--- src/rtl/serial_paralelo_rx_if.sv ---
// Serial lane bundle: one-bit serial input plus the deserialised byte outputs.
interface serial_paralelo_rx_if;
  logic       data_in;
  logic [7:0] data_out;
  logic       valid_out;
  logic       active;
  logic       byte_strobe;

  modport master (
    output data_in,
    input  data_out,
    input  valid_out,
    input  active,
    input  byte_strobe
  );

  modport slave (
    input  data_in,
    output data_out,
    output valid_out,
    output active,
    output byte_strobe
  );
endinterface

--- src/rtl/serial_paralelo_rx.sv ---
// Serial-to-parallel receiver: MSB-first deserialiser that byte-aligns on four
// consecutive 8'hBC COM symbols, then delivers every non-COM byte.
module serial_paralelo_rx (
  input  logic                 clk_8f,
  input  logic                 reset,
  serial_paralelo_rx_if.slave  bus
);

  localparam int unsigned BYTE_W = 8;
  localparam int unsigned CNT_W  = 3;
  localparam logic [BYTE_W-1:0] COM      = 8'hBC;
  localparam logic [CNT_W-1:0]  BIT_LAST = 3'd7;
  localparam logic [CNT_W-1:0]  COM_LOCK = 3'd4;

  typedef enum logic [1:0] {
    SEARCH = 2'd0,
    COUNT  = 2'd1,
    ACTIVE = 2'd2
  } state_t;

  state_t              r_state,    w_state_nxt;
  logic [BYTE_W-2:0]   r_shift;
  logic [CNT_W-1:0]    r_bit_cnt,  w_bit_cnt_nxt;
  logic [CNT_W-1:0]    r_com_cnt,  w_com_cnt_nxt;
  logic [BYTE_W-1:0]   r_data_out, w_data_nxt;
  logic                r_valid,    w_valid_nxt;
  logic                r_active,   w_active_nxt;
  logic                r_strobe,   w_strobe_nxt;

  logic [BYTE_W-1:0]   w_cand;
  logic                w_is_com;
  logic                w_boundary;
  logic [CNT_W-1:0]    w_com_inc;

  // Only the low 7 bits of history are needed; the incoming bit completes the byte.
  assign w_cand     = {r_shift, bus.data_in};
  assign w_is_com   = (w_cand == COM);
  assign w_boundary = (r_bit_cnt == BIT_LAST);
  assign w_com_inc  = r_com_cnt + 3'd1;

  always_ff @(posedge clk_8f or negedge reset) begin
    if (!reset) begin
      r_state    <= SEARCH;
      r_shift    <= '0;
      r_bit_cnt  <= '0;
      r_com_cnt  <= '0;
      r_data_out <= '0;
      r_valid    <= 1'b0;
      r_active   <= 1'b0;
      r_strobe   <= 1'b0;
    end else begin
      r_state    <= w_state_nxt;
      r_shift    <= w_cand[BYTE_W-2:0];
      r_bit_cnt  <= w_bit_cnt_nxt;
      r_com_cnt  <= w_com_cnt_nxt;
      r_data_out <= w_data_nxt;
      r_valid    <= w_valid_nxt;
      r_active   <= w_active_nxt;
      r_strobe   <= w_strobe_nxt;
    end
  end

  always_comb begin
    w_state_nxt   = r_state;
    w_bit_cnt_nxt = r_bit_cnt + 3'd1;
    w_com_cnt_nxt = r_com_cnt;
    w_data_nxt    = r_data_out;
    w_valid_nxt   = r_valid;
    w_active_nxt  = r_active;
    w_strobe_nxt  = 1'b0;

    case (r_state)
      SEARCH: begin
        // Sliding alignment: any bit offset may start a COM run.
        w_bit_cnt_nxt = r_bit_cnt;
        w_data_nxt    = '0;
        w_valid_nxt   = 1'b0;
        w_active_nxt  = 1'b0;
        if (w_is_com) begin
          w_bit_cnt_nxt = '0;
          w_com_cnt_nxt = 3'd1;
          w_state_nxt   = COUNT;
        end
      end

      COUNT: begin
        w_data_nxt   = '0;
        w_valid_nxt  = 1'b0;
        w_active_nxt = 1'b0;
        if (w_boundary) begin
          if (w_is_com) begin
            w_com_cnt_nxt = w_com_inc;
            if (w_com_inc == COM_LOCK) begin
              w_state_nxt  = ACTIVE;
              w_active_nxt = 1'b1;
            end
          end else begin
            w_com_cnt_nxt = '0;
            w_state_nxt   = SEARCH;
          end
        end
      end

      ACTIVE: begin
        w_active_nxt = 1'b1;
        if (w_boundary) begin
          w_strobe_nxt = 1'b1;
          if (w_is_com) begin
            w_valid_nxt = 1'b0;
          end else begin
            w_data_nxt  = w_cand;
            w_valid_nxt = 1'b1;
          end
        end
      end

      default: begin
        w_state_nxt   = SEARCH;
        w_bit_cnt_nxt = '0;
        w_com_cnt_nxt = '0;
        w_data_nxt    = '0;
        w_valid_nxt   = 1'b0;
        w_active_nxt  = 1'b0;
      end
    endcase
  end

  assign bus.data_out    = r_data_out;
  assign bus.valid_out   = r_valid;
  assign bus.active      = r_active;
  assign bus.byte_strobe = r_strobe;

endmodule

--- src/flat_wrapper.sv ---
// flat-port wrapper written by rule: the top's interface ports become plain ports
module serial_paralelo_rx_flat 
  (clk_8f, reset, bus_data_in, bus_data_out, bus_valid_out, bus_active, bus_byte_strobe);
  serial_paralelo_rx_if bus_i ();
  input  logic clk_8f;
  input  logic reset;
  input wire logic [$bits(bus_i.data_in)-1:0] bus_data_in;
  output wire logic [$bits(bus_i.data_out)-1:0] bus_data_out;
  output wire logic [$bits(bus_i.valid_out)-1:0] bus_valid_out;
  output wire logic [$bits(bus_i.active)-1:0] bus_active;
  output wire logic [$bits(bus_i.byte_strobe)-1:0] bus_byte_strobe;
  assign bus_i.data_in = bus_data_in;
  assign bus_data_out = bus_i.data_out;
  assign bus_valid_out = bus_i.valid_out;
  assign bus_active = bus_i.active;
  assign bus_byte_strobe = bus_i.byte_strobe;
  serial_paralelo_rx u_core (.clk_8f(clk_8f), .reset(reset), .bus(bus_i));
endmodule
--- config.mk ---
export PLATFORM = sky130hd
export DESIGN_NAME = serial_paralelo_rx_flat
export DESIGN_NICKNAME = d
export VERILOG_FILES = /design/src/rtl/serial_paralelo_rx_if.sv /design/src/rtl/serial_paralelo_rx.sv /design/src/flat_wrapper.sv
export SDC_FILE = /design/constraint.sdc
export NUM_CORES = 1
export LEC_CHECK = 0
export BUFFER_PORTS_ARGS = -buffer_cell sky130_fd_sc_hd__buf_2
export CAP_MARGIN = 25
export CORE_MARGIN = 1.5
export CORE_UTILIZATION = 55
export DETAILED_ROUTE_END_ITERATION = 10
export GPL_ROUTABILITY_DRIVEN = 0
export PLACE_DENSITY = 0.8
export RECOVER_POWER = 50
export REMOVE_ABC_BUFFERS = 1
export SETUP_SLACK_MARGIN = 0.05
export SLEW_MARGIN = 20
export SYNTH_ARGS = -nofsm -noshare
export SYNTH_HDL_FRONTEND = slang
export SYNTH_SLANG_ARGS = --single-unit
export TNS_END_PERCENT = 50
--- constraint.sdc ---
create_clock -name clk_8f -period 2.5 [get_ports clk_8f]
set_clock_uncertainty 0.2 [all_clocks]
set_input_delay 0.125 -clock clk_8f [delete_from_list [all_inputs] [get_ports clk_8f]]
set_output_delay 0.125 -clock clk_8f [all_outputs]
set_load 0.01 [all_outputs]
# Word level (Yosys, flattened, before mapping)
# Cells that the tools add are included.
totals:
  reg_bits: 26
  in_bits: 3
  out_inout_bits: 11
op_classes:
  addsub: 2
  n_eq_ne: 10
  n_mux: 23
  bitwise_logic: 1
  reduce_logical: 5
op_table:
  columns: ["op", "n"]
  rows:
  - ["2-to-1 mux 8 bit", 3]
  - ["2-to-1 mux 3 bit", 4]
  - ["one-hot mux 3 bit (3 select lines)", 1]
  - ["equality test 8 bit, second input constant", 1]
  - ["2-to-1 mux 1 bit", 8]
  - ["2-to-1 mux 2 bit", 4]
  - ["adder 3 x 1 -> 3 bit, second input constant", 2]
  - ["equality test 3 bit, second input constant", 2]
  - ["!= test 2 x 1 -> 1 bit, second input constant", 3]
  - ["one-hot mux 2 bit (3 select lines)", 1]
  - ["one-hot mux 3 bit (2 select lines)", 1]
  - ["AND reduction 4 bit", 1]
  - ["!= test 3 bit, second input constant", 1]
  - ["AND reduction 3 bit", 1]
  - ["equality test 2 x 1 -> 1 bit, second input constant", 1]
  - ["equality test 2 bit, second input constant", 1]
  - ["zero test 2 bit", 1]
  - ["!= test 2 bit, second input constant", 1]
  - ["one-hot mux 1 bit (2 select lines)", 1]
  - ["AND reduction 2 bit", 1]
  - ["OR reduction 2 bit", 1]
  - ["inverter 1 bit", 1]

# Logic depth before layout (Yosys ltp)
# Gate-level depths: netlist of run 1.
logic_depth:
  ltp_word: 6
  depth_mapped: 6
  depth_no_buf: 6

# Worst setup path after synthesis of run 1
# OpenSTA, ideal clock, no wires.
synth_path:
  kind: "reg2reg"
  start: "reg u_core.r_bit_cnt[0]"
  end: "reg u_core.r_com_cnt[1]"
  setup_time_ns: 0.125
  t_arrival_ns: 1.495
  required_ns: 2.175
  setup_slack_ns: 0.680
  path_stages_with_launch: 7
  synth_period_minus_slack_ns: 1.820
  cell_sequence: "dfrtp_1 -> ha_1 -> ha_1 -> inv_1 -> a21oi_1 -> and2_4 -> mux2_4"
synth_via:
  elab_chain_len: 3
synth_lines:
  columns: ["item", "line", "source"]
  rows:
  - ["from (decl)", "serial_paralelo_rx.sv:23", "logic [CNT_W-1:0] r_bit_cnt, w_bit_cnt_nxt;"]
  - ["from (signal assigned)", "serial_paralelo_rx.sv:54", "r_bit_cnt <= w_bit_cnt_nxt;"]
  - ["equality test 3 bit", "serial_paralelo_rx.sv:38", "assign w_boundary = (r_bit_cnt == BIT_LAST);"]
  - ["!= test 2 x 1 -> 1 bit (no line)", null, null]
  - ["AND reduction 3 bit (no line)", null, null]
  - ["to (signal assigned)", "serial_paralelo_rx.sv:55", "r_com_cnt <= w_com_cnt_nxt;"]
  - ["to (decl)", "serial_paralelo_rx.sv:24", "logic [CNT_W-1:0] r_com_cnt, w_com_cnt_nxt;"]
# Every way passes these cells.
# A chain may end at the register's enable or synchronous reset.

# Worst setup path after layout of run 1
# Same ends and word-level chain as after synthesis.

==> results.cfg, run 1 <==
[floorplan]
floorplan.die.width_um = 47.77
std_cell_rows = 16
die_h_um = 47.77
design.core.area_sq_um = 1922
initial_core_utilization = 0.5736
fp.dieArea_sq_um = 2282
number_of_top_level_design_ports = 14

[worst_hold_path]
worst_hold_path_type = reg -> reg
min_from = u_core.r_shift[5]
hold_depth = 0
whs_endpoint = u_core.r_shift[6]

[logic_synthesis]
number_of_enable_flip_flop_cells_after_synthesis = 0
post_synth_mux_area_share = 0.03292
ys_seq_elements = 26
synth_compound_gate_area_share = 0.1521
synth_simple_gate_area_frac = 0.08854
post_synth_design_cell_area_sq_um = 1102
postSynthAreaPerCell_sq_um = 13.28
area_share_of_xor_xnor_cells_in_the_synthesized_design = 0.007946
synth_async_sr_flop_share = 1.000
synth_cells = 83
post_synth_main_area_contributors = sky130_fd_sc_hd__dfrtp_1 (59%), sky130_fd_sc_hd__ha_1 (9.1%), sky130_fd_sc_hd__a22o_1 (6.4%)
synthDominantAreaCellType = sky130_fd_sc_hd__dfrtp_1
synthFlopType = sky130_fd_sc_hd__dfrtp_1
yosys.area_share.adder = 0.09081
synth.distinct_cells = 30
yosys_warnings = 0
synth_top_family_by_area = compound AO/OA/AOI/OAI gates
yosys.area.top_type_share = 0.5902
ys_seq_area_frac = 0.5902

[cts]
clock_sinks = 26
post-cts-setup-buffer-count = 0
number_of_hold_repair_buffers_added_at_the_cts_stage = 2
cts-root-buf = sky130_fd_sc_hd__clkbuf_4
tritoncts = done
ctsLongestPathBuffers = 2
clkSlewWorstSetupHoldPaths_ps = 120
cts_resized = 0
worst_skew_pair.late_latency_ps = 300
clock_h_tree_levels = 1
inserted_clock_buffers = 3

[placement]
detailedPlacementHpwl_mm = 1.244
io_buffers = 13
dpl-instance-area_sq_um = 1186

[setup_path]
reg2reg_from = u_core.r_bit_cnt[0]
reg2reg_depth = 6
critPathKind = reg -> reg
worst-path-max-fanout = 6
rr_endpoint = u_core.r_com_cnt[1]
regToRegSetupSlack_ps = 530
start_kind = flip-flop
crit_path_end_kind = flip-flop
cp_data_arrival_time_ps = 1970
worst-endpoint-required_ps = 2500

[grt]
grt_use_total = 0.1669
grt_first_pass_wirelength_mm = 2.628
grt_max_degree = 27
antenna_violations_before_repair = 0
first_global_vias = 646
global_route.overflow_total = 0

[timing]
min_period_ps = 1969
maxSlewHeadroom = 0.1237
worst_pin_slew_ps = 1314
fin_setup_tns_ps = 0
worst_hold_slack_ps = 219.2
finalSetupViolCount = 0
drv_slew = 0
timing_hold_violations_final = 0
fin_crit_sh = 0.7876
grt_setup_unrepaired = no
fmaxAchievable_ghz = 0.5079

[routing]
routed-via-count = 684
detail_route.drc_violations = 0
drt_wl_total_mm = 1.691
drt_pass_1_iters = 2
vias_per_cell = 5.429
ant_nets = 0
detailedRoute.firstIterationViolations = 16
wire_per_inst_um = 13.42

[outcome]
status = finished clean

[power_and_ir_drop]
switching_power_share_of_the_total = 0.2885
pwr-share-seq = 0.565
power.density_nw_per_um2 = 712.7
vdd_drop_max_uv = 450.9
p_switching_uw = 252.1
p_int_uw = 621.8
comb_power_share = 0.249
power.static_leakage_nw = 0.6404
power.clock.fraction = 0.186

[finish]
area.growth.synth_to_final_pct = 11.24
post_layout_instance_area_sq_um = 1226
final_layout_size_suffix_gt1_frac = 0.2020
antenna_cells = 0
nets = 112

[run]
maxCapViolCount = 0
[metal layers]
metal / wire [um] / track usage
met1: 797 / 0.2134
met2: 836 / 0.2773
met5: 0 / 0
met4: 8 / 0.06486
met3: 49 / 0.03396
[Yosys cell counts, drive strengths merged, types with 2 or more instances]
| master | n |
|---|---|
| dfrtp | 26 |
| a22o | 8 |
| ha | 8 |
| inv | 7 |
| and2 | 4 |
| nand3 | 3 |
| a21oi | 2 |
| mux2 | 2 |
| nand2 | 2 |
| nor2 | 2 |
| o211ai | 2 |
| o21ai | 2 |
[logic make-up after synthesis]
group | Yosys count
fa+ha+maj | 8
compound gates | 21
buf+inv | 9
xor+xnor | 1
flops | 26
mux | 3
simple gates | 15
[cells in the final DEF, fill, tap and decap left out, drive strengths merged, types with 2 or more instances in the layout]
cell / n
a22o: 8
mux2: 2
o21ai: 2
ha: 8
and2: 4
dlygate4sd3: 2
o211ai: 2
buf: 11
nor2: 2
dfrtp: 26
nand2: 2
clkbuf: 5
inv: 7
nand3: 3
a21oi: 2
[power by group through the flow]
stage	clock, mW	combinational (mW)	sequential, mW
after floorplan	0	0.172	0.495
after global placement	0	0.204	0.499
after detailed placement	0	0.214	0.503
after CTS	0.170	0.220	0.494
after global routing	0.185	0.249	0.501
final	0.163	0.217	0.494
[metrics by stage]
step | total power [mW] | setup slack, ps | instances | util
detailed placement | 0.7177 | 536.7 | 121 | 0.6172
finish | 0.8739 | 530.9 | 126 | 0.6380
global route | 0.9346 | 414.5 | 126 | 0.6380
global placement | 0.7037 | 604.6 | 121 | 0.6172
CTS | 0.8841 | 529.0 | 126 | 0.6393
floorplan | 0.6670 | 679.5 | 81 | -
[worst max-delay path, cell delays in order (launching register included)]
cell and delay (ps):
sky130_fd_sc_hd__dfrtp_1 390, sky130_fd_sc_hd__ha_1 160, sky130_fd_sc_hd__ha_1 190, sky130_fd_sc_hd__inv_1 80, sky130_fd_sc_hd__a21oi_1 320, sky130_fd_sc_hd__and2_4 230
sky130_fd_sc_hd__mux2_4 290
[registers in the layout, summed over array words and instances (netlist names)]
register	count
u_core.bus.valid_out	1
u_core.bus.active	1
u_core.bus.byte_strobe	1
u_core.r_shift	7
u_core.r_com_cnt	3
u_core.bus.data_out	8
u_core.r_bit_cnt	3
u_core.r_state	2
[area by class of cell]
type | instances | area [sq um]
Clock buffer | 3 | 22.52
Multi-Input combinational cell | 48 | 410.4
Tap cell | 27 | 33.78
Timing Repair Buffer | 15 | 82.58
Inverter | 7 | 26.28
Sequential cell | 26 | 650.6
Fill cell | 155 | 695.7
[worst max path at each step]
| stage | slack (ps) | cells past startpoint | start | to |
|---|---|---|---|---|
| after global routing | 410 | 6 | u_core.r_bit_cnt[0] | u_core.r_com_cnt[1] |
| after floorplan | 680 | 6 | u_core.r_bit_cnt[0] | u_core.r_com_cnt[1] |
| after global placement | 600 | 6 | u_core.r_bit_cnt[0] | u_core.r_com_cnt[1] |
| after CTS | 530 | 6 | u_core.r_bit_cnt[0] | u_core.r_com_cnt[1] |
| after detailed placement | 540 | 6 | u_core.r_bit_cnt[0] | u_core.r_com_cnt[1] |
| final | 530 | 6 | u_core.r_bit_cnt[0] | u_core.r_com_cnt[1] |
Power figures use the tool's default switching activity.
==> run 2: changes to the inputs <==
==> constraint.sdc (replaced) <==
create_clock -name clk_8f -period 1.9 [get_ports clk_8f]
set_clock_uncertainty 0.2 [all_clocks]
set_input_delay 0.095 -clock clk_8f [delete_from_list [all_inputs] [get_ports clk_8f]]
set_output_delay 0.095 -clock clk_8f [all_outputs]
set_load 0.01 [all_outputs]
==> run 2 against run 1 <==
Effect of this change:
- maximum frequency grew 9.0%
- wire length grew 27%
- sequential power increased by 32%
- total power grew 52%
- die area is the same
- final cell count is 7.1% higher
- non-clock buffer count is 8 higher
- sequential share of layout area shrank 4.3 points
- worst hold slack got worse by 110 ps
- sequential cell count is the same
- register-to-register slack worse by 440 ps
- largest cell class unchanged
==> results.cfg, run 2 (synthesized netlist as in run 1, its figures left out) <==
[outcome]
status = finished clean

[timing]
final_critical_path_setup_slack_ps = 92.98
finalSetupViolCount = 0
grt_setup_unrepaired = yes
min_period_ps = 1807
fmaxAchievable_ghz = 0.5534
fin_setup_tns_ps = 0
drv_slew = 0
maxSlewHeadroom = 0.5810
fin_crit_sh = 0.9511
worst_pin_slew_ps = 628.6
timing_hold_violations_final = 0

[finish]
final_cells = 135
most_frequent_standard_cell_in_the_layout_excluding_fill_and_tap_cells = sky130_fd_sc_hd__dfrtp_1
final_layout_size_suffix_gt1_frac = 0.3519
largest_register_ff_count = 8
filler_cell_count = 138
antenna_cells = 0
area.growth.synth_to_final_pct = 21.00
commonest_non_fill_non_tap_cells_in_the_layout = sky130_fd_sc_hd__dfrtp_1 (26), sky130_fd_sc_hd__buf_2 (11), sky130_fd_sc_hd__a22o_1 (8), sky130_fd_sc_hd__buf_4 (8), sky130_fd_sc_hd__inv_1 (6)
nets = 120

[placement]
setup_slack_after_placement_ps = -48.47
io_buffers = 13
detailedPlacementHpwl_mm = 1.461
place_inst = 126

[power_and_ir_drop]
design_power_total_mw = 1.332
vdd_drop_max_uv = 675.4
power.static_leakage_nw = 0.6847
power.density_nw_per_um2 = 998.8

[routing]
detail_route.drc_violations = 0
wire_per_inst_um = 15.93
drt_wl_total_mm = 2.151
detailedRoute.firstIterationViolations = 11
vias_per_cell = 5.400
ant_nets = 0
drt_pass_1_iters = 4
routed-via-count = 729

[setup_path]
master_of_the_slowest_instance_on_the_critical_path = sky130_fd_sc_hd__dfrtp_1
worst-endpoint-required_ps = 1920
critical-path-top-delay-family = flip-flops
crit_path_end_kind = flip-flop
crit_buf_inv = 0
crit_path_max_incr_delay_ps = 420
cp_data_arrival_time_ps = 1830
critPathKind = reg -> reg
worst-path-max-fanout = 3
start_kind = flip-flop
timing.critical_path.cells = ha_2, xor2_1, and2_4, o211ai_1, mux2_2

[cts]
clock_h_tree_levels = 1
clkSlewWorstSetupHoldPaths_ps = 140
inserted_clock_buffers = 3
tritoncts = done
clock_sinks = 26
ctsLongestPathBuffers = 2
worst_skew_pair.late_latency_ps = 320
cts-root-buf = sky130_fd_sc_hd__clkbuf_4

[grt]
antenna_violations_before_repair = 0
grt_use_total = 0.2075
grt_first_pass_wirelength_mm = 3.201
grt_max_degree = 27
global_route.overflow_total = 0
first_global_vias = 746

[floorplan]
std_cell_rows = 16
fp.dieArea_sq_um = 2282
number_of_top_level_design_ports = 14
die_h_um = 47.77
floorplan.die.width_um = 47.77
design.core.area_sq_um = 1922
initial_core_utilization = 0.5736

[run]
maxCapViolCount = 0

[worst_hold_path]
worst_hold_path_type = in -> async
## run 2: what timing repair did
action                     CTS  global route
gates resized for setup      3             8
setup buffers                2             1
hold buffers                 2             0
pin swaps                    1             3
setup endpoints to repair    6            12
hold endpoints to repair    28             0
## run 2: path summary, 6_finish.rpt
| check | to | start | cells past startpoint | slack (ps) |
|---|---|---|---|---|
| setup / recovery | u_core.r_state[0] | u_core.r_com_cnt[1] | 5 | 90 |
| hold / removal | u_core.bus.data_out[6] | reset | 2 | 110 |
| setup reg to reg | u_core.r_state[0] | u_core.r_com_cnt[1] | 5 | 90 |
| hold reg to reg | u_core.r_shift[6] | u_core.r_shift[5] | 0 | 230 |
| max in group asynchronous | u_core.r_shift[0] | reset | 2 | 980 |
| min in group clk_8f | u_core.r_shift[6] | u_core.r_shift[5] | 0 | 230 |
## run 2: layout make-up
| cell class | count | area, sq um | share of cell area |
|---|---|---|---|
| multi-input cells | 48 | 442.9 | 0.3321 |
| inverters | 7 | 26.28 | 0.01970 |
| clock buffers | 4 | 36.28 | 0.02720 |
| flip-flops and latches | 26 | 650.6 | 0.4878 |
| well taps | 27 | 33.78 | 0.02533 |
| repair buffers | 23 | 143.9 | 0.1079 |
## run 2: metrics by stage
step,instance area [sq um],util,hold slack [ps]
after CTS,1309,0.6810,96.43
after floorplan,1087,-,-400.6
after global routing,1334,0.6940,158.6
final,1334,0.6940,108.6
after global placement,1224,0.6367,-96.63
after detailed placement,1224,0.6367,-82.98
## run 2: per-layer routing
metal  global-route usage  wire length [um]
met5                    0                 0
met3              0.03019                48
met2               0.3360              1098
met4               0.1459                65
met1               0.2512               939
## run 2: worst reg2reg max path, stage by stage (launching register included)
cell	delay (ps)
sky130_fd_sc_hd__dfrtp_1	420
sky130_fd_sc_hd__ha_2	210
sky130_fd_sc_hd__xor2_1	160
sky130_fd_sc_hd__and2_4	180
sky130_fd_sc_hd__o211ai_1	200
sky130_fd_sc_hd__mux2_2	350
## run 2: power by group
| group | internal [mW] | total [mW] | switching (mW) |
|---|---|---|---|
| Sequential | 0.609 | 0.653 | 0.0435 |
| Combinational | 0.210 | 0.403 | 0.193 |
| Clock | 0.117 | 0.276 | 0.159 |
